`src/rtl/scatter_1to16_clk.sv`:
```
// scatter_1to16_clk
// Scatters single data words into a 16-lane vector. Each accepted word is
// written to the lane named by in_sel. Select values 16..31 are the null lane.
// The vector is released once all lanes are written, or earlier on flush.
// While it is held, the consumer drains it with out_ready.
//
// state   | meaning
// --------+-----------------------------------------------------------------
// ST_FILL | accepting words (in_ready=1); vector is being assembled
// ST_HOLD | vector presented (out_valid=1); inputs stalled until out_ready
module scatter_1to16_clk #(
    parameter int DATA_WIDTH = 8
) (
    input  logic                  clk,
    input  logic                  reset,
    input  logic [DATA_WIDTH-1:0] in_data,
    input  logic [4:0]            in_sel,
    input  logic                  in_valid,
    output logic                  in_ready,
    input  logic                  flush,
    output logic [DATA_WIDTH-1:0] out_vec [15:0],
    output logic [15:0]           out_mask,
    output logic                  out_valid,
    input  logic                  out_ready,
    output logic [7:0]            drop_cnt
);

    typedef enum logic {
        ST_FILL = 1'b0,
        ST_HOLD = 1'b1
    } state_t;

    state_t                r_state;
    logic [DATA_WIDTH-1:0] r_vec [15:0];
    logic [15:0]           r_mask;
    logic [7:0]            r_drop;

    logic                  w_xfer;
    logic                  w_lane_wr;
    logic                  w_null_wr;
    logic [15:0]           w_lane_onehot;
    logic [15:0]           w_mask_next;
    logic                  w_mask_full;
    logic                  w_flush_go;

    // Handshake flags come straight from the state register, with no input term.
    assign in_ready  = (r_state == ST_FILL);
    assign out_valid = (r_state == ST_HOLD);
    assign out_vec   = r_vec;
    assign out_mask  = r_mask;
    assign drop_cnt  = r_drop;

    // Classify this cycle's transfer and preview the mask after its write.
    always_comb begin
        w_xfer        = in_valid & in_ready;
        w_lane_wr     = w_xfer & ~in_sel[4];
        w_null_wr     = w_xfer &  in_sel[4];
        w_lane_onehot = '0;
        if (w_lane_wr) begin
            w_lane_onehot = 16'h0001 << in_sel[3:0];
        end
        w_mask_next   = r_mask | w_lane_onehot;
        w_mask_full   = (w_mask_next == 16'hFFFF);
        // Flush on an empty vector is ignored so that an all-null vector is never emitted.
        w_flush_go    = flush & (w_mask_next != 16'h0000);
    end

    // Fill/hold sequencing with the lane vector and mask it owns.
    always_ff @(posedge clk or negedge reset) begin
        if (!reset) begin
            r_state <= ST_FILL;
            r_vec   <= '{default: '0};
            r_mask  <= '0;
        end else begin
            case (r_state)
                ST_FILL: begin
                    if (w_lane_wr) begin
                        r_vec[in_sel[3:0]] <= in_data;
                    end
                    r_mask <= w_mask_next;
                    if (w_mask_full || w_flush_go) begin
                        r_state <= ST_HOLD;
                    end
                end
                ST_HOLD: begin
                    // On release, clearing every lane keeps unwritten lanes at zero in the next fill.
                    if (out_ready) begin
                        r_vec   <= '{default: '0};
                        r_mask  <= '0;
                        r_state <= ST_FILL;
                    end
                end
                default: begin
                    r_state <= ST_FILL;
                end
            endcase
        end
    end

    // Saturating count of words sent to the null lane. Only reset clears it.
    always_ff @(posedge clk or negedge reset) begin
        if (!reset) begin
            r_drop <= '0;
        end else if (w_null_wr && (r_drop != 8'hFF)) begin
            r_drop <= r_drop + 8'd1;
        end
    end

endmodule

```
`config.mk`:
```
export PLATFORM = sky130hd
export DESIGN_NAME = scatter_1to16_clk
export DESIGN_NICKNAME = d
export VERILOG_FILES = /design/src/rtl/scatter_1to16_clk.sv
export SDC_FILE = /design/constraint.sdc
export NUM_CORES = 1
export LEC_CHECK = 0
export ABC_AREA = 1
export BUFFER_PORTS_ARGS = -buffer_cell sky130_fd_sc_hd__buf_2
export CAP_MARGIN = 20
export CORE_AREA = 3 3 120 122
export DETAILED_ROUTE_END_ITERATION = 10
export DIE_AREA = 0 0 123 125
export GPL_TIMING_DRIVEN = 0
export PLACE_DENSITY = 0.74
export SLEW_MARGIN = 20
export SYNTH_ARGS = -nofsm -noshare
export SYNTH_HDL_FRONTEND = slang
export SYNTH_SLANG_ARGS = --single-unit
```
`constraint.sdc`:
```
create_clock -name clk -period 1.7 [get_ports clk]
set_input_delay 0.255 -clock clk [delete_from_list [all_inputs] [get_ports clk]]
set_output_delay 0.255 -clock clk [all_outputs]
set_load 0.005 [all_outputs]
```
==> impl_metrics.yaml, run 1 <==
global_routing:
  grt_pass1_vias: 5099
  grt_first_pass_wirelength_um: 28400
  grt_antenna_before_repair: 1
  grtUsageTotal_pct: 24.2
  grt_overflow: 0
  grt_max_degree: 102
placed_design:
  portBuffers: 171
  dp.cells: 987
  dpl.hpwl_um: 12200
  place_congestion: 0.855
  dp_slack_ns: -0.342
sta:
  hold_viol_final: 0
  tightestPinTransition_ns: 0.600
  fin_crit_sh_pct: 96.4
  drv_slew: 0
  clock.fmax_mhz: 610
  clock-skew-final_ns: 0.00727
  worst_slack_ns: 0.0614
  hold_ws_ns: 0.0975
  period_needed_ns: 1.64
  finalSetupViolations: 0
  maxSlewHeadroom_pct: 59.7
  rsz0062_at_grt: "true"
setup_path:
  worst-setup-path-type: "reg2reg"
  cp_data_required_time_ns: 2.05
  end_kind: "flop"
  cp.arrival_ns: 1.99
  path_max_fanout: 5
  startpoint_type: "flop"
clocking:
  cts-htree-levels: 4
  cts_tree: "built"
  clk-insertion-delay-late_ns: 0.43
  path_clk_slew_ns: 0.06
  root_buffer: "clkbuf_16"
  cts_buffer_depth: 2
  cts_sinks: 153
  cts_buffers: 17
yosys:
  syn_area_um2: 6000
  syn_avg_cell_area_um2: 9.40
  synth_nets: 658
  synth_cell_types: 27
  synth_seq_cells: 153
  yosysWarnings: 0
  syn_inst: 639
  ys_seq_area_share_pct: 63.8
power_and_ir_drop:
  clockPowerShare_pct: 36.5
  p_int_mw: 7.43
  power_switching_mw: 3.31
  peakVddDrop_v: 0.000678
  switching_share_pct: 30.8
  pwr-share-comb_pct: 22.8
  p_per_area_nw_per_um2: 1350
  pwr-share-seq_pct: 40.7
  p_leak_nw: 4.12
route:
  dr.first_iter.drc_count: 456
  wl_per_cell_um: 17.5
  routed_wl_um: 17900
  drc_errors: 0
  first_pass_iters: 5
  viasPerCell: 5.17
  postRouteAntennaNets: 0
  via_count: 5304
final_layout:
  area_growth_pct: 32.2
  final_nets: 857
  fin_cells: 1025
  layout_common_cells: "nand2_1 (186), buf_2 (172), dfrtp_1 (152), o21ai_0 (136), inv_1 (42)"
  num_antenna_cells: 0
  final_common_cell: "nand2_1"
  fin_util_pct: 59.7
  drive_gt1_share_pct: 30.6
  fillers: 1162
die:
  dieWidth_um: 123
  die_y_um: 125
  start_util_pct: 45.2
  ioPinCount: 172
  rows: 42
  die-area_um2: 15400
  coreArea_um2: 13300
outcome:
  status: "finished, final reports clean"
run:
  max-cap-violations: 0
min_path:
  hold_path_class: "in2reg"
[final cells by class]
cell class	count	area (um2)	share of cell area, %
Clock buffer	19	433	5.45
Buffer	15	121	1.53
Inverter	46	178	2.24
Clock inverter	11	171	2.16
Tap cell	176	220	2.77
Multi-Input combinational cell	426	2020	25.4
Sequential cell	153	3830	48.3
Timing Repair Buffer	179	965	12.2
[sequential cells by signal, summed over array words and instances (netlist names)]
name       flops
out_vec      128
out_mask      16
drop_cnt       8
out_valid      1
[path summary, 6_finish.rpt]
| check | from | end | slack, ns | depth (start not counted) |
|---|---|---|---|---|
| hold / removal | flush | out_valid | 0.1 | 3 |
| max in group asynchronous | reset | drop_cnt[6] | 0.54 | 3 |
| min in group asynchronous | reset | out_vec[60] | 0.33 | 2 |
| setup reg to reg | out_valid | out_valid | 0.06 | 12 |
| setup / recovery | out_valid | out_valid | 0.06 | 12 |
| hold reg to reg | out_vec[18] | out_vec[18] | 0.48 | 2 |
[through the flow]
step | instance area, um2 | power (mW) | setup TNS (ns)
global route | 7940 | 11.3 | -0.157
CTS | 7830 | 10.7 | -0.0459
floorplan | 6000 | 5.58 | 0
detailed placement | 7120 | 6.62 | -27.15
finish | 7940 | 10.7 | 0
global placement | 7080 | 6.59 | -303.36
[synthesized netlist by cell type]
cell type  instances  area [um2]
xor2_1             3        26.3
nor2_1            34         128
nor2_2             2        12.5
nor2_8             1        20.0
buf_6              1        11.3
inv_1             42         158
a21oi_2            1        8.76
o22ai_1            8        50.1
inv_2              2        7.51
nand2_4            1        11.3
dfrtp_1          153        3830
or2_2              1        6.26
clkinv_1           1        3.75
inv_4              1        6.26
nand2_1          206         773
ha_1               1        12.5
nand3_1            5        25.0
nand2_2            2        12.5
buf_4              2        15.0
o21ai_0          137         686
mux2_2             1        11.3
nand4_1            3        18.8
o21ai_2            4        35.0
o21a_1             1        7.51
o21ai_1           10        50.1
clkbuf_1          12        45.0
xnor2_1            4        35.0
[routing by layer]
| metal | wire (um) | vias up | track usage, % |
|---|---|---|---|
| met3 | 1270 | 23 | 6.64 |
| met1 | 7880 | 2589 | 34.1 |
| met4 | 264 | 2 | 6.78 |
| met5 | 7 | - | 0 |
| met2 | 8520 | 221 | 37.0 |
| li1 | - | 2469 | - |
[kinds of logic after synthesis]
family	synth area share, %
XOR/XNOR	1.02
multiplexers	0.188
buffers and inverters	4.10
flip-flops	63.8
AND/OR/NAND/NOR	16.8
AO/OA/AOI/OAI	13.9
adder cells (fa/ha/maj)	0.208
[power groups by stage]
stage | registers, mW | clock network [mW] | logic, mW
2_1_floorplan | 4.44 | 0 | 1.14
3_3_place_gp | 4.43 | 0 | 2.15
3_5_place_dp | 4.43 | 0 | 2.19
4_1_cts | 4.37 | 3.95 | 2.36
5_1_grt | 4.43 | 4.15 | 2.74
6_report | 4.38 | 3.92 | 2.44
[worst max-delay path, cell delays in order (launching register included)]
cell,delay (ns)
dfrtp_2,0.42
clkinv_4,0.10
nand2_8,0.08
nor2_8,0.14
buf_6,0.13
nand2_1,0.06
nand2_1,0.11
nand2_1,0.06
nor2_1,0.10
nand2_1,0.06
nor2_1,0.12
nor2_1,0.06
a21oi_2,0.11
[repair_timing]
item	CTS	global route
hold buffers	1	0
buffers inserted	2	3
cloned	2	0
resized for setup	28	32
pin swaps	1	4
setup endpoints to repair	130	96
hold endpoints to repair	52	0
Note: power is estimated with default switching activity, not from simulation.
==> run 2: changes to the inputs <==
Settings changed: SLEW_MARGIN 20 to 40.
Clock period 1.7 ns to 1.8 ns, I/O delays scaled along.
==> impl_metrics.yaml, run 2 (synthesis gave the netlist of run 1 again) <==
die:
  ioPinCount: 172
  rows: 42
  die-area_um2: 15400
  coreArea_um2: 13300
  dieWidth_um: 123
  start_util_pct: 45.2
  die_y_um: 125
sta:
  rsz0062_at_grt: "true"
  drv_slew: 0
  hold_ws_ns: 0.102
  finalSetupViolations: 0
  tns_ns: 0
  clock-skew-final_ns: 0.00643
  period_needed_ns: 1.71
  maxSlewHeadroom_pct: 59.2
  tightestPinTransition_ns: 0.608
  clock.fmax_mhz: 586
  hold_viol_final: 0
  fin_crit_sh_pct: 94.9
global_routing:
  grt_max_degree: 62
  grtUsageTotal_pct: 24.2
  grt_antenna_before_repair: 1
  grt_first_pass_wirelength_um: 28500
  grt_pass1_vias: 5122
  grt_overflow: 0
setup_path:
  cpPeakStageDelay_ns: 0.42
  cpMostUsedCell: "nand2_1"
  path_max_fanout: 6
  cpLargestDelayFamily: "simple AND/OR/NAND/NOR gates"
  path_cells: "clkinv_4 > nand2_4 > nor2_8 > buf_6 > nand2_1 > nand2_1 > nand2_1 > nor2_1 > nand2_1 > nor2_1 > nor2_1 > a21oi_2"
  startpoint_type: "flop"
  worst-setup-path-type: "reg2reg"
  cp_data_required_time_ns: 2.16
  slowest_stage: "dfrtp_2"
  cp.arrival_ns: 2.06
  path_buf_inv: 2
  end_kind: "flop"
route:
  drc_errors: 0
  wl_per_cell_um: 17.7
  routed_wl_um: 18100
  dr.first_iter.drc_count: 472
  postRouteAntennaNets: 0
  first_pass_iters: 6
  via_count: 5328
  viasPerCell: 5.20
clocking:
  cts_tree: "built"
  clk-insertion-delay-late_ns: 0.43
  cts_buffer_depth: 2
  path_clk_slew_ns: 0.06
  root_buffer: "clkbuf_16"
  cts-htree-levels: 4
  cts_sinks: 153
  cts_buffers: 17
final_layout:
  final_area_um2: 7880
  final_common_cell: "nand2_1"
  area_growth_pct: 31.2
  num_antenna_cells: 0
  layout_common_cells: "nand2_1 (195), buf_2 (172), dfrtp_1 (152), o21ai_0 (136), inv_1 (42)"
  largest_reg_flops: 128
  drive_gt1_share_pct: 29.7
  final_nets: 854
placed_design:
  placement.cell_area_um2: 7150
  portBuffers: 171
  place_congestion: 0.855
  dpl.hpwl_um: 12300
power_and_ir_drop:
  power_mw: 10.1
  peakVddDrop_v: 0.000683
  p_leak_nw: 4.11
  p_per_area_nw_per_um2: 1280
run:
  max-cap-violations: 0
min_path:
  hold_path_class: "in2reg"
outcome:
  status: "finished, final reports clean"
run 2: layout make-up:
type                       instances  area, um2
fill                            1149       5420
sequential                       153       3830
multi-input combinational        426       1980
timing repair buffer             177        957
clock buffer                      17        425
tap                              176        220
clock inverter                    15        191
inverter                          46        178
buffer                            14       92.6
run 2: power by group:
part           leakage [nW]  internal, mW  switching (mW)
registers              2.11          3.85           0.285
clock network         0.293          2.21            1.51
logic                  1.71         0.797            1.41
total                  4.11          6.85            3.21
run 2: worst reg2reg max path, delay by kind of cell (launching register included):
kind	cells	cell delay [ns]
simple gates	9	0.86
flops	1	0.42
buf+inv	2	0.24
compound gates	1	0.11
run 2: metrics by stage:
stage	instances	setup slack (ns)	util (%)
after global placement	986	-1.75	53.3
after detailed placement	988	-0.249	53.7
after CTS	1024	0.0427	59.0
final	1024	0.0927	59.2
after global routing	1024	-0.0109	59.2
after floorplan	639	0.298	-
run 2: path summary, 6_finish.rpt:
kind	cells past startpoint	end	startpoint	slack (ns)
max	12	out_valid	out_valid	0.09
min	3	out_valid	flush	0.10
max reg2reg	12	out_valid	out_valid	0.09
min reg2reg	2	out_vec[41]	out_vec[41]	0.48
max in group asynchronous	3	out_mask[8]	reset	0.83
min in group asynchronous	2	out_vec[61]	reset	0.33
run 2: repair_timing:
item	4_1_cts	5_1_grt
pin swaps	1	1
hold buffers	1	0
buffers inserted	2	0
endpoints found under the setup margin	130	37
gates cloned	1	1
hold endpoints to repair	45	0
gates resized for setup	19	19
run 2: routing by layer:
layer	track usage, %	vias to the layer above	wire, um
li1	-	2472	-
met1	33.0	2616	7880
met2	37.8	213	8750
met3	6.73	25	1180
met4	7.43	2	291
met5	0	-	7
==> run 3: changes to the inputs <==
Settings changed: PLACE_DENSITY 0.74 to 0.7.
==> impl_metrics.yaml, run 3 (synthesis gave the netlist of run 1 again) <==
final_layout:
  num_antenna_cells: 0
  seq_area_um2: 3830
  largest_reg_flops: 128
  layout_common_cells: "nand2_1 (194), buf_2 (173), dfrtp_1 (152), o21ai_0 (136), inv_1 (42)"
  fin_cells: 1023
  final_common_cell: "nand2_1"
  drive_gt1_share_pct: 29.6
  area_growth_pct: 31.9
  fillers: 1172
  multi_input_area_um2: 1980
  final_nets: 854
sta:
  drv_slew: 0
  maxSlewHeadroom_pct: 57.7
  tightestPinTransition_ns: 0.631
  clock-skew-final_ns: 0.00441
  finalSetupViolations: 0
  rsz0062_at_grt: "true"
  tns_ns: 0
  clock.fmax_mhz: 573
  hold_viol_final: 0
  period_needed_ns: 1.74
  fin_crit_sh_pct: 96.9
power_and_ir_drop:
  p_leak_nw: 4.13
  peakVddDrop_v: 0.000569
  p_per_area_nw_per_um2: 1310
  power_mw: 10.4
global_routing:
  grt_antenna_before_repair: 0
  grt_pass1_vias: 5051
  grt_max_degree: 73
  grtUsageTotal_pct: 23.9
  grt_first_pass_wirelength_um: 28100
  grt_overflow: 0
route:
  via_count: 5302
  first_pass_iters: 6
  dr.first_iter.drc_count: 457
  wl_per_cell_um: 18.0
  viasPerCell: 5.18
  drc_errors: 0
  routed_wl_um: 18400
  postRouteAntennaNets: 0
die:
  die_y_um: 125
  die-area_um2: 15400
  rows: 42
  coreArea_um2: 13300
  dieWidth_um: 123
  ioPinCount: 172
  start_util_pct: 45.2
setup_path:
  cp_data_required_time_ns: 1.53
  cp.arrival_ns: 1.47
  worst-setup-path-type: "reg2out"
  path_max_fanout: 10
  end_kind: "primary output"
  startpoint_type: "flop"
clocking:
  cts-htree-levels: 4
  clk-insertion-delay-late_ns: 0.42
  cts_tree: "built"
  cts_buffers: 17
  root_buffer: "clkbuf_16"
  cts_buffer_depth: 2
  cts_sinks: 153
  path_clk_slew_ns: 0.06
placed_design:
  place_congestion: 0.836
  dp.cells: 988
  portBuffers: 171
  dpl.hpwl_um: 12400
run:
  max-cap-violations: 0
outcome:
  status: "finished, final reports clean"
min_path:
  hold_path_class: "in2reg"
run 3: cell count changes in the layout (fill, tap and decap cells not counted):
cell       previous run  this run
bufinv_16             3         6
inv_6                 4         1
clkinv_4              3         1
buf_2               172       173
buf_6                 2         1
clkbuf_1              2         3
clkbuf_8              1         2
clkinv_8              1         0
nand2_1             195       194
nand2_2              12        13
run 3: final cells by class:
type,count,share of cell area [%]
Timing Repair Buffer,176,11.9
Clock inverter,12,2.80
Clock buffer,19,5.59
Buffer,15,1.23
Inverter,46,2.24
Multi-Input combinational cell,426,25.1
Tap cell,176,2.78
Sequential cell,153,48.4
run 3: metal layers:
| layer | part of all wire (%) | vias up | track usage [%] |
|---|---|---|---|
| met2 | 48 | 224 | 37.0 |
| met4 | 2.3 | 0 | 8.79 |
| met3 | 6.6 | 29 | 4.97 |
| li1 | - | 2472 | - |
| met5 | 0 | - | 0 |
| met1 | 43 | 2577 | 33.5 |
run 3: power breakdown:
part | internal [mW] | switching, mW
clock | 2.63 | 1.42
sequential | 3.85 | 0.292
combinational | 0.797 | 1.42
run 3: through the flow:
stage	setup slack, ns	util, %	hold WS [ns]	instance area (um2)
CTS	0.00374	59.1	0.0881	7860
global placement	-1.80	53.3	0.461	7080
detailed placement	-0.223	53.7	0.123	7150
finish	0.0556	59.6	0.0973	7920
floorplan	0.298	-	-0.0256	6000
global route	-0.0563	59.6	0.0998	7920
run 3: repair_timing:
item                                   CTS  global route
endpoints found under the hold margin   81             0
setup endpoints to repair               91            64
cloned                                   0             2
resized for setup                       17            22
buffers inserted                         0             1
pin swaps                                0             1
hold buffers                             1             0
run 3: final timing paths:
path	slack [ns]	depth (start not counted)	startpoint	to
max	0.06	4	out_valid	in_ready
min	0.1	3	flush	out_valid
max reg2reg	0.07	6	out_valid	out_vec[56]
min reg2reg	0.48	2	out_vec[30]	out_vec[30]
max in group asynchronous	0.88	3	reset	out_valid
min in group asynchronous	0.28	2	reset	out_vec[61]
run 3: critical path, cell delays in order (launching register included):
cell and delay (ns):
dfrtp_2 0.44, clkinv_4 0.10, clkbuf_4 0.21, clkbuf_8 0.19
buf_2 0.12
